**config.mk**
```make
export PLATFORM = sky130hd
export DESIGN_NAME = spi_mem_ctrl
export DESIGN_NICKNAME = d
export VERILOG_FILES = /design/src/rtl/spi_mem_ctrl.sv
export SDC_FILE = /design/constraint.sdc
export NUM_CORES = 2
export LEC_CHECK = 0
export ABC_AREA = 1
export CORE_MARGIN = 3
export CORE_UTILIZATION = 57
export CTS_BUF_LIST = sky130_fd_sc_hd__clkbuf_4 sky130_fd_sc_hd__clkbuf_8
export DETAILED_ROUTE_END_ITERATION = 8
export HOLD_SLACK_MARGIN = 0.03
export PLACE_DENSITY = 0.69
export SYNTH_ARGS = -nofsm -noshare
export SYNTH_HDL_FRONTEND = slang
export SYNTH_SLANG_ARGS = --single-unit
```
**constraint.sdc**
```tcl
create_clock -name clk -period 2.55 [get_ports clk]
set_input_delay 0.3825 -clock clk [delete_from_list [all_inputs] [get_ports clk]]
set_output_delay 0.3825 -clock clk [all_outputs]
set_load 0.005 [all_outputs]
```
**src/rtl/spi_mem_ctrl.sv**
```systemverilog
// Single-port memory controller sitting between an SPI slave's rx word bus and its tx loader.
// Decodes 2-bit-tagged command words, auto-increments pointers in bursts and hands read data out over a valid/ready pair.
module spi_mem_ctrl #(
    parameter int DATA_W   = 8,
    parameter int ADDR_W   = 8,
    parameter bit AUTO_INC = 1'b1
) (
    input  logic              clk,
    input  logic              rst_n,
    input  logic              rx_valid,
    input  logic [DATA_W+1:0] din,
    input  logic              tx_ready,
    output logic [DATA_W-1:0] dout,
    output logic              tx_valid,
    output logic              cmd_err,
    output logic [ADDR_W-1:0] wr_addr,
    output logic [ADDR_W-1:0] rd_addr
);

    localparam logic [1:0] CMD_WR_ADDR = 2'b00;
    localparam logic [1:0] CMD_WR_DATA = 2'b01;
    localparam logic [1:0] CMD_RD_ADDR = 2'b10;
    localparam logic [1:0] CMD_RD_DATA = 2'b11;
    localparam int         DEPTH       = 1 << ADDR_W;

    typedef enum logic {IDLE, HOLD} state_t;

    state_t            state;
    logic [DATA_W-1:0] mem [0:DEPTH-1];
    logic [ADDR_W-1:0] wr_ptr;
    logic [ADDR_W-1:0] rd_ptr;
    logic [1:0]        cmd;
    logic [ADDR_W-1:0] addr;
    logic [DATA_W-1:0] payload;
    logic              rd_req;
    logic              rd_accept;

    assign cmd     = din[DATA_W+1:DATA_W];
    assign payload = din[DATA_W-1:0];
    assign addr    = din[ADDR_W-1:0];
    assign wr_addr = wr_ptr;
    assign rd_addr = rd_ptr;

    // A read is taken when nothing is pending, or when the pending word is consumed this same cycle.
    assign rd_req    = rx_valid && (cmd == CMD_RD_DATA);
    assign rd_accept = rd_req && ((state == IDLE) || tx_ready);

    // Memory array has no reset so its contents survive rst_n.
    always_ff @(posedge clk) begin
        if (rx_valid && (cmd == CMD_WR_DATA))
            mem[wr_ptr] <= payload;
    end

    always_ff @(posedge clk or negedge rst_n) begin
        if (!rst_n) begin
            state    <= IDLE;
            dout     <= '0;
            tx_valid <= 1'b0;
            cmd_err  <= 1'b0;
            wr_ptr   <= '0;
            rd_ptr   <= '0;
        end else begin
            cmd_err <= 1'b0;

            if (rx_valid) begin
                case (cmd)
                    CMD_WR_ADDR: wr_ptr <= addr;
                    CMD_WR_DATA: if (AUTO_INC) wr_ptr <= wr_ptr + ADDR_W'(1);
                    CMD_RD_ADDR: rd_ptr <= addr;
                    default: ;
                endcase
            end

            if (rd_accept && AUTO_INC)
                rd_ptr <= rd_ptr + ADDR_W'(1);

            case (state)
                IDLE: begin
                    if (rd_accept) begin
                        dout     <= mem[rd_ptr];
                        tx_valid <= 1'b1;
                        state    <= HOLD;
                    end
                end
                HOLD: begin
                    // A read arriving while the consumer stalls is dropped and flagged.
                    if (rd_accept) begin
                        dout <= mem[rd_ptr];
                    end else if (rd_req) begin
                        cmd_err <= 1'b1;
                    end else if (tx_ready) begin
                        tx_valid <= 1'b0;
                        state    <= IDLE;
                    end
                end
                default: state <= IDLE;
            endcase
        end
    end

endmodule

```
; After elaboration in Yosys (flattened, before gate mapping)
; Memories as Yosys holds them, arrays and structs flattened. A register that Yosys moved wholly into a read port is not among the register bits.
; Index checks and enable logic that the tools add are counted.
; W data, S select, Z words.
[classes]
bitwise_logic = 1
n_addsub = 2
n_eq_ne = 7
reduce_logical = 12
muxes = 19
[ops]
columns = operator, n
row1 = $mux W8, 3
row2 = $add A8 B1 Y8 const B, 2
row3 = $pmux W8 S2, 1
row4 = $mux W1, 13
row5 = $ne A2 B2 Y1 const B, 4
row6 = $reduce_bool A2 Y1, 3
row7 = $eq A2 B2 Y1 const B, 2
row8 = $pmux W1 S2, 2
row9 = $reduce_and A2 Y1, 2
row10 = $reduce_and A4 Y1, 1
row11 = $logic_and A1 B1 Y1, 3
row12 = $eq A2 B1 Y1 const B, 1
row13 = $logic_not A2 Y1, 1
row14 = $logic_not A1 Y1, 1
row15 = $logic_or A1 B1 Y1, 1
row16 = $not A1 Y1, 1
[word_totals]
ram_bits = 2048
in_bits = 14
memories = 1
word_cells = 47
ff_bits = 19
out_inout_bits = 26
[mem_list]
columns = memory, words, width, read_ports, rd_ports_with_merged_regs, write_ports, line_no
row1 = mem, 256, 8, 1, 1, 1, 29  ; logic [DATA_W-1:0] mem [0:DEPTH-1];

; Longest topological paths before layout
[logic_depth]
word_depth = 5
depth_mapped = 19
ltp_nobuf = 15

; Worst setup path after synthesis
; Ideal clock, no wire load.
[synth_path]
path_kind = input port to flip-flop
from = input port rx_valid
to = memory mem[102][0], enable pin
cell_stages = 8
required_time_ns = 2.180
setup_slack_ns = 0.229
arrival_ns = 1.951
path_cell_list = inv_1 > nor2_1 > inv_1 > nor2_1 > buf_2 > nand2_1 > clkbuf_1 > nor2_1
[synth_between]
elab_chain_len = 3
[synth_lines]
columns = element, line_no
row1 = start: declaration, 10  ; input logic rx_valid,
row2 = $logic_and A1 B1 Y1, 50  ; if (rx_valid && (cmd == CMD_WR_DATA))
row3 = $mux W1, 50
row4 = $mux W1 (not written as such), 51  ; mem[wr_ptr] <= payload;
row5 = end: declaration, 29
; Every way passes these cells.

==> impl_metrics.tcl <==
set metrics [dict create \
    run_status "finished with violations" \
    failed_checks "negative setup slack" \
    grt_start_max_net_pins 85 \
    synth_area_leaders "sky130_fd_sc_hd__edfxtp_1 (71%), sky130_fd_sc_hd__nand2_1 (7.9%), sky130_fd_sc_hd__nand3_1 (6.0%)" \
    port_buffers 39 \
    syn-mean-instance-area_um2 11.1 \
    synth-xor-area-share_pct 0.0402 \
    max_cap_viol_count 0 \
    detail_route.wirelength_mm 251 \
    gr-total-overflow 0 \
    yosys-mux-area-fraction_pct 0 \
    clk_path_buf_depth 4 \
    routedWlPerCell_um 23.3 \
    post-route-drc-count 0 \
    layout_setup_ws_ns -0.111 \
    timing.max_slew.rel_slack_pct 52.5 \
    core_area_um2 151000 \
    synthToLayoutAreaGrowth_pct 18.8 \
    synth_cells 7849 \
    critPathMostFrequentCell "sky130_fd_sc_hd__buf_12" \
    compound_cell_area_share_of_the_yosys_netlist_pct 4.08 \
    crit_path_start_kind "flop" \
    fp-row-count 142 \
    grt_first_pass_wirelength_mm 371 \
    period_share_pct 104 \
    cts.root.buffer_cell "sky130_fd_sc_hd__clkbuf_8" \
    antenna_found_initial 6 \
    globalRouteTotalUtil_pct 31.4 \
    clock_latency_ns 1.01 \
    pin_count 40 \
    timing.clock.skew_ns 0.0804 \
    grt_setup_unrepaired "yes" \
    initial_core_util_pct 57.8 \
    vias 62496 \
    total_power_w 0.0813 \
    cells_traversed_along_the_worst_timing_path "buf_12 -> buf_16 -> buf_16 -> buf_12 -> buf_12 -> nand2_1 -> o211ai_1 -> nand3_1 -> nand3_2 -> a21oi_2 -> nor2_2 -> buf_6 -> nand2_4 -> nand3_4 -> nand2_2 -> nand2_2 -> nand2_1" \
    cpLargestDelayFamily "buffers and inverters" \
    synth-simple-area-share_pct 19.3 \
    critPathCaptureType "flop" \
    synth.cell_area_um2 87200 \
    tritoncts "yes" \
    clkTransAtPathRegs_ns 0.07 \
    postRouteAntennaNets 0 \
    vias_per_cell 5.80 \
    cp_data_arrival_time_ns 3.58 \
    detailedRoute.firstIterationViolations 8125 \
    synth.top_cell.area_share_pct 70.6 \
    count_of_final_hold_check_violations 0 \
    setup_viol 9 \
    die_y_um 397 \
    synthAdderAreaFrac_pct 0.0718 \
    finalWeightedCongestion 0.927 \
    cp_slowest_stage_delay_ns 0.51 \
    numCtsBuffers 344 \
    layout.area.seq_um2 62200 \
    fillers 10645 \
    synth_nets 7868 \
    critPathRequiredTime_ns 3.47 \
    static-leakage-power_nw 39.7 \
    worst-slew-pin-transition_ns 0.712 \
    final-instance-count-excl-fill 10778 \
    power.density_cell_area_nw_per_um2 784 \
    ir_drop_v 0.000494 \
    crit_fanout 10 \
    ctsHtreeMaxLevel 5 \
    detailedPlacementHpwl_mm 149 \
    synth_seq_area_share_pct 71.3 \
    ys_seq_elements 2075 \
    fmax_ghz 0.376 \
    chipWidth_um 397 \
    number_of_placed_cells_counting_well_taps 10125 \
    clock-sinks 2075 \
    vias_in_the_first_global_route 59778 \
    rrSetupSlack_ns -0.11 \
    finalWorstPathRequiredPeriod_ns 2.66 \
    drt_first_pass_iters 8 \
    min-delay-path-class "input pin to asynchronous set/reset pin" \
    path_class "flop to flop" \
    die_footprint_um2 158000 \
    timing.critical_path.buf_inv 6 \
    drive_above_1_share_pct 17.4 \
    netlist-cell-type-count 27 \
    combined_area_of_the_multi_input_logic_cells_um2 21500 \
    ys_warn_count 0 \
    maxSlewViolCount 0 \
    synth_largest_area_cell "sky130_fd_sc_hd__edfxtp_1" \
    fin_nets 8548 \
    cpMaxStageDelayCell "sky130_fd_sc_hd__dfrtp_4" \
    synth_top_family_by_area "simple AND/OR/NAND/NOR gates" \
]
[registers in the layout (all words and copies together) (netlist names)]
| name | count |
|---|---|
| cmd_err | 1 |
| dout | 8 |
| mem | 2048 |
| rd_addr | 8 |
| state | 1 |
| tx_valid | 1 |
| wr_addr | 8 |
[Yosys cell counts]
library cell	count
sky130_fd_sc_hd__inv_4	1
sky130_fd_sc_hd__clkinv_1	7
sky130_fd_sc_hd__dfrtp_1	27
sky130_fd_sc_hd__a22oi_1	4
sky130_fd_sc_hd__inv_2	1
sky130_fd_sc_hd__ha_1	5
sky130_fd_sc_hd__edfxtp_1	2048
sky130_fd_sc_hd__nor3_2	1
sky130_fd_sc_hd__buf_12	2
sky130_fd_sc_hd__buf_1	48
sky130_fd_sc_hd__o21ai_0	350
sky130_fd_sc_hd__or2_2	16
sky130_fd_sc_hd__nor2_1	1197
sky130_fd_sc_hd__a21oi_1	44
sky130_fd_sc_hd__clkbuf_1	185
sky130_fd_sc_hd__xor2_1	4
sky130_fd_sc_hd__buf_4	51
sky130_fd_sc_hd__buf_2	150
sky130_fd_sc_hd__inv_1	511
sky130_fd_sc_hd__o22ai_1	3
sky130_fd_sc_hd__nand3_1	1049
sky130_fd_sc_hd__buf_6	44
sky130_fd_sc_hd__buf_8	4
sky130_fd_sc_hd__nor3_1	6
sky130_fd_sc_hd__nand2_1	1839
sky130_fd_sc_hd__o21ai_1	144
sky130_fd_sc_hd__o211ai_1	108
[stage by stage]
step                util [%]  TNS (ns)  area [um2]  hold WS [ns]  setup slack [ns]
finish                  68.7    -0.645      104000         0.357            -0.111
global placement        62.8    -17.10       94700         0.512            -0.337
floorplan                  -         0       87200        0.0869             0.229
detailed placement      62.8    -33.45       94700         0.537            -0.375
CTS                     68.2    -0.273      103000         0.289           -0.0806
global route            68.7     -1.31      104000         0.342            -0.193
[power breakdown]
part	leakage (nW)	total (W)	internal, W	switching [W]
clock network	3.38	0.0278	0.0151	0.0128
logic	17.6	0.0156	0.00550	0.0101
registers	18.7	0.0379	0.0376	0.000260
total	39.7	0.0813	0.0582	0.0231
[timing repair]
item | CTS | global route
gates cloned | 21 | 7
hold buffers | 10 | 0
buffers inserted | 32 | 7
endpoints found under the setup margin | 26 | 10
pin swaps | 48 | 66
hold endpoints to repair | 846 | 0
resized for setup | 222 | 119
[area by class of cell]
| class | instances | area share, % |
|---|---|---|
| Sequential cell | 2075 | 60.0 |
| Multi-Input combinational cell | 4770 | 20.8 |
| Antenna cell | 6 | 0.0145 |
| Timing Repair inverter | 2 | 0.0217 |
| Tap cell | 2016 | 2.43 |
| Clock inverter | 102 | 0.583 |
| Timing Repair Buffer | 816 | 8.66 |
| Inverter | 520 | 1.93 |
| Clock buffer | 471 | 5.55 |
[path summary, 6_finish.rpt]
kind | startpoint | to | cells after the start
min in group clk | din[0] | mem[83][0]$_DFFE_PP_ | 2
worst max register to register | rd_addr[0]$_DFFE_PN0P_ | dout[2]$_DFFE_PN0P_ | 17
worst min-delay path | rst_n | tx_valid$_DFFE_PN0P_ | 3
worst min register to register | state$_DFF_PN0_ | tx_valid$_DFFE_PN0P_ | 3
max in group asynchronous | rst_n | rd_addr[3]$_DFFE_PN0P_ | 3
worst max-delay path | rd_addr[0]$_DFFE_PN0P_ | dout[2]$_DFFE_PN0P_ | 17
[logic make-up (layout without fill, tap and decap cells)]
group | count (synthesis) | in the layout
XOR/XNOR | 4 | 4
AND/OR/NAND/NOR | 4108 | 4108
adder cells (fa/ha/maj) | 5 | 5
other | 0 | 6
buffers and inverters | 1004 | 1911
AO/OA/AOI/OAI | 653 | 653
flip-flops | 2075 | 2075
[cells in the final DEF (no fill, tap or decap), types with 7 or more instances in the layout]
cell	Yosys	layout
sky130_fd_sc_hd__a21oi_1	44	30
sky130_fd_sc_hd__a21oi_2	0	9
sky130_fd_sc_hd__buf_12	2	137
sky130_fd_sc_hd__buf_16	0	21
sky130_fd_sc_hd__buf_4	51	572
sky130_fd_sc_hd__buf_6	44	12
sky130_fd_sc_hd__buf_8	4	13
sky130_fd_sc_hd__bufbuf_16	0	14
sky130_fd_sc_hd__clkbuf_16	0	7
sky130_fd_sc_hd__clkbuf_4	0	118
sky130_fd_sc_hd__clkbuf_8	0	353
sky130_fd_sc_hd__clkdlybuf4s50_1	0	23
sky130_fd_sc_hd__clkinv_1	7	71
sky130_fd_sc_hd__clkinv_2	0	25
sky130_fd_sc_hd__dfrtp_1	27	12
sky130_fd_sc_hd__dfrtp_2	0	11
sky130_fd_sc_hd__dlygate4sd3_1	0	10
sky130_fd_sc_hd__edfxtp_1	2048	2048
sky130_fd_sc_hd__inv_1	511	510
sky130_fd_sc_hd__nand2_1	1839	1800
sky130_fd_sc_hd__nand2_2	0	30
sky130_fd_sc_hd__nand2_4	0	9
sky130_fd_sc_hd__nand3_1	1049	934
sky130_fd_sc_hd__nand3_2	0	96
sky130_fd_sc_hd__nand3_4	0	19
sky130_fd_sc_hd__nor2_1	1197	1169
sky130_fd_sc_hd__nor2_2	0	21
sky130_fd_sc_hd__nor2_4	0	7
sky130_fd_sc_hd__o211ai_1	108	108
sky130_fd_sc_hd__o21ai_0	350	328
sky130_fd_sc_hd__o21ai_1	144	161
sky130_fd_sc_hd__or2_2	16	16
[worst register-to-register path, cell delays in order (launching register included)]
cell                       delay (ns)
sky130_fd_sc_hd__dfrtp_4         0.51
sky130_fd_sc_hd__buf_12          0.15
sky130_fd_sc_hd__buf_16          0.17
sky130_fd_sc_hd__buf_16          0.20
sky130_fd_sc_hd__buf_12          0.17
sky130_fd_sc_hd__buf_12          0.14
sky130_fd_sc_hd__nand2_1         0.06
sky130_fd_sc_hd__o211ai_1        0.07
sky130_fd_sc_hd__nand3_1         0.12
sky130_fd_sc_hd__nand3_2         0.14
sky130_fd_sc_hd__a21oi_2         0.25
sky130_fd_sc_hd__nor2_2          0.08
sky130_fd_sc_hd__buf_6           0.13
sky130_fd_sc_hd__nand2_4         0.06
sky130_fd_sc_hd__nand3_4         0.10
sky130_fd_sc_hd__nand2_2         0.10
sky130_fd_sc_hd__nand2_2         0.07
sky130_fd_sc_hd__nand2_1         0.06
[routing by layer]
| metal | global-route usage, % | share of wire (%) |
|---|---|---|
| met1 | 43.4 | 38 |
| met2 | 48.8 | 46 |
| met3 | 6.80 | 11 |
| met4 | 13.2 | 4.2 |
| met5 | 0 | 0.0052 |
Power figures use the tool's default switching activity.
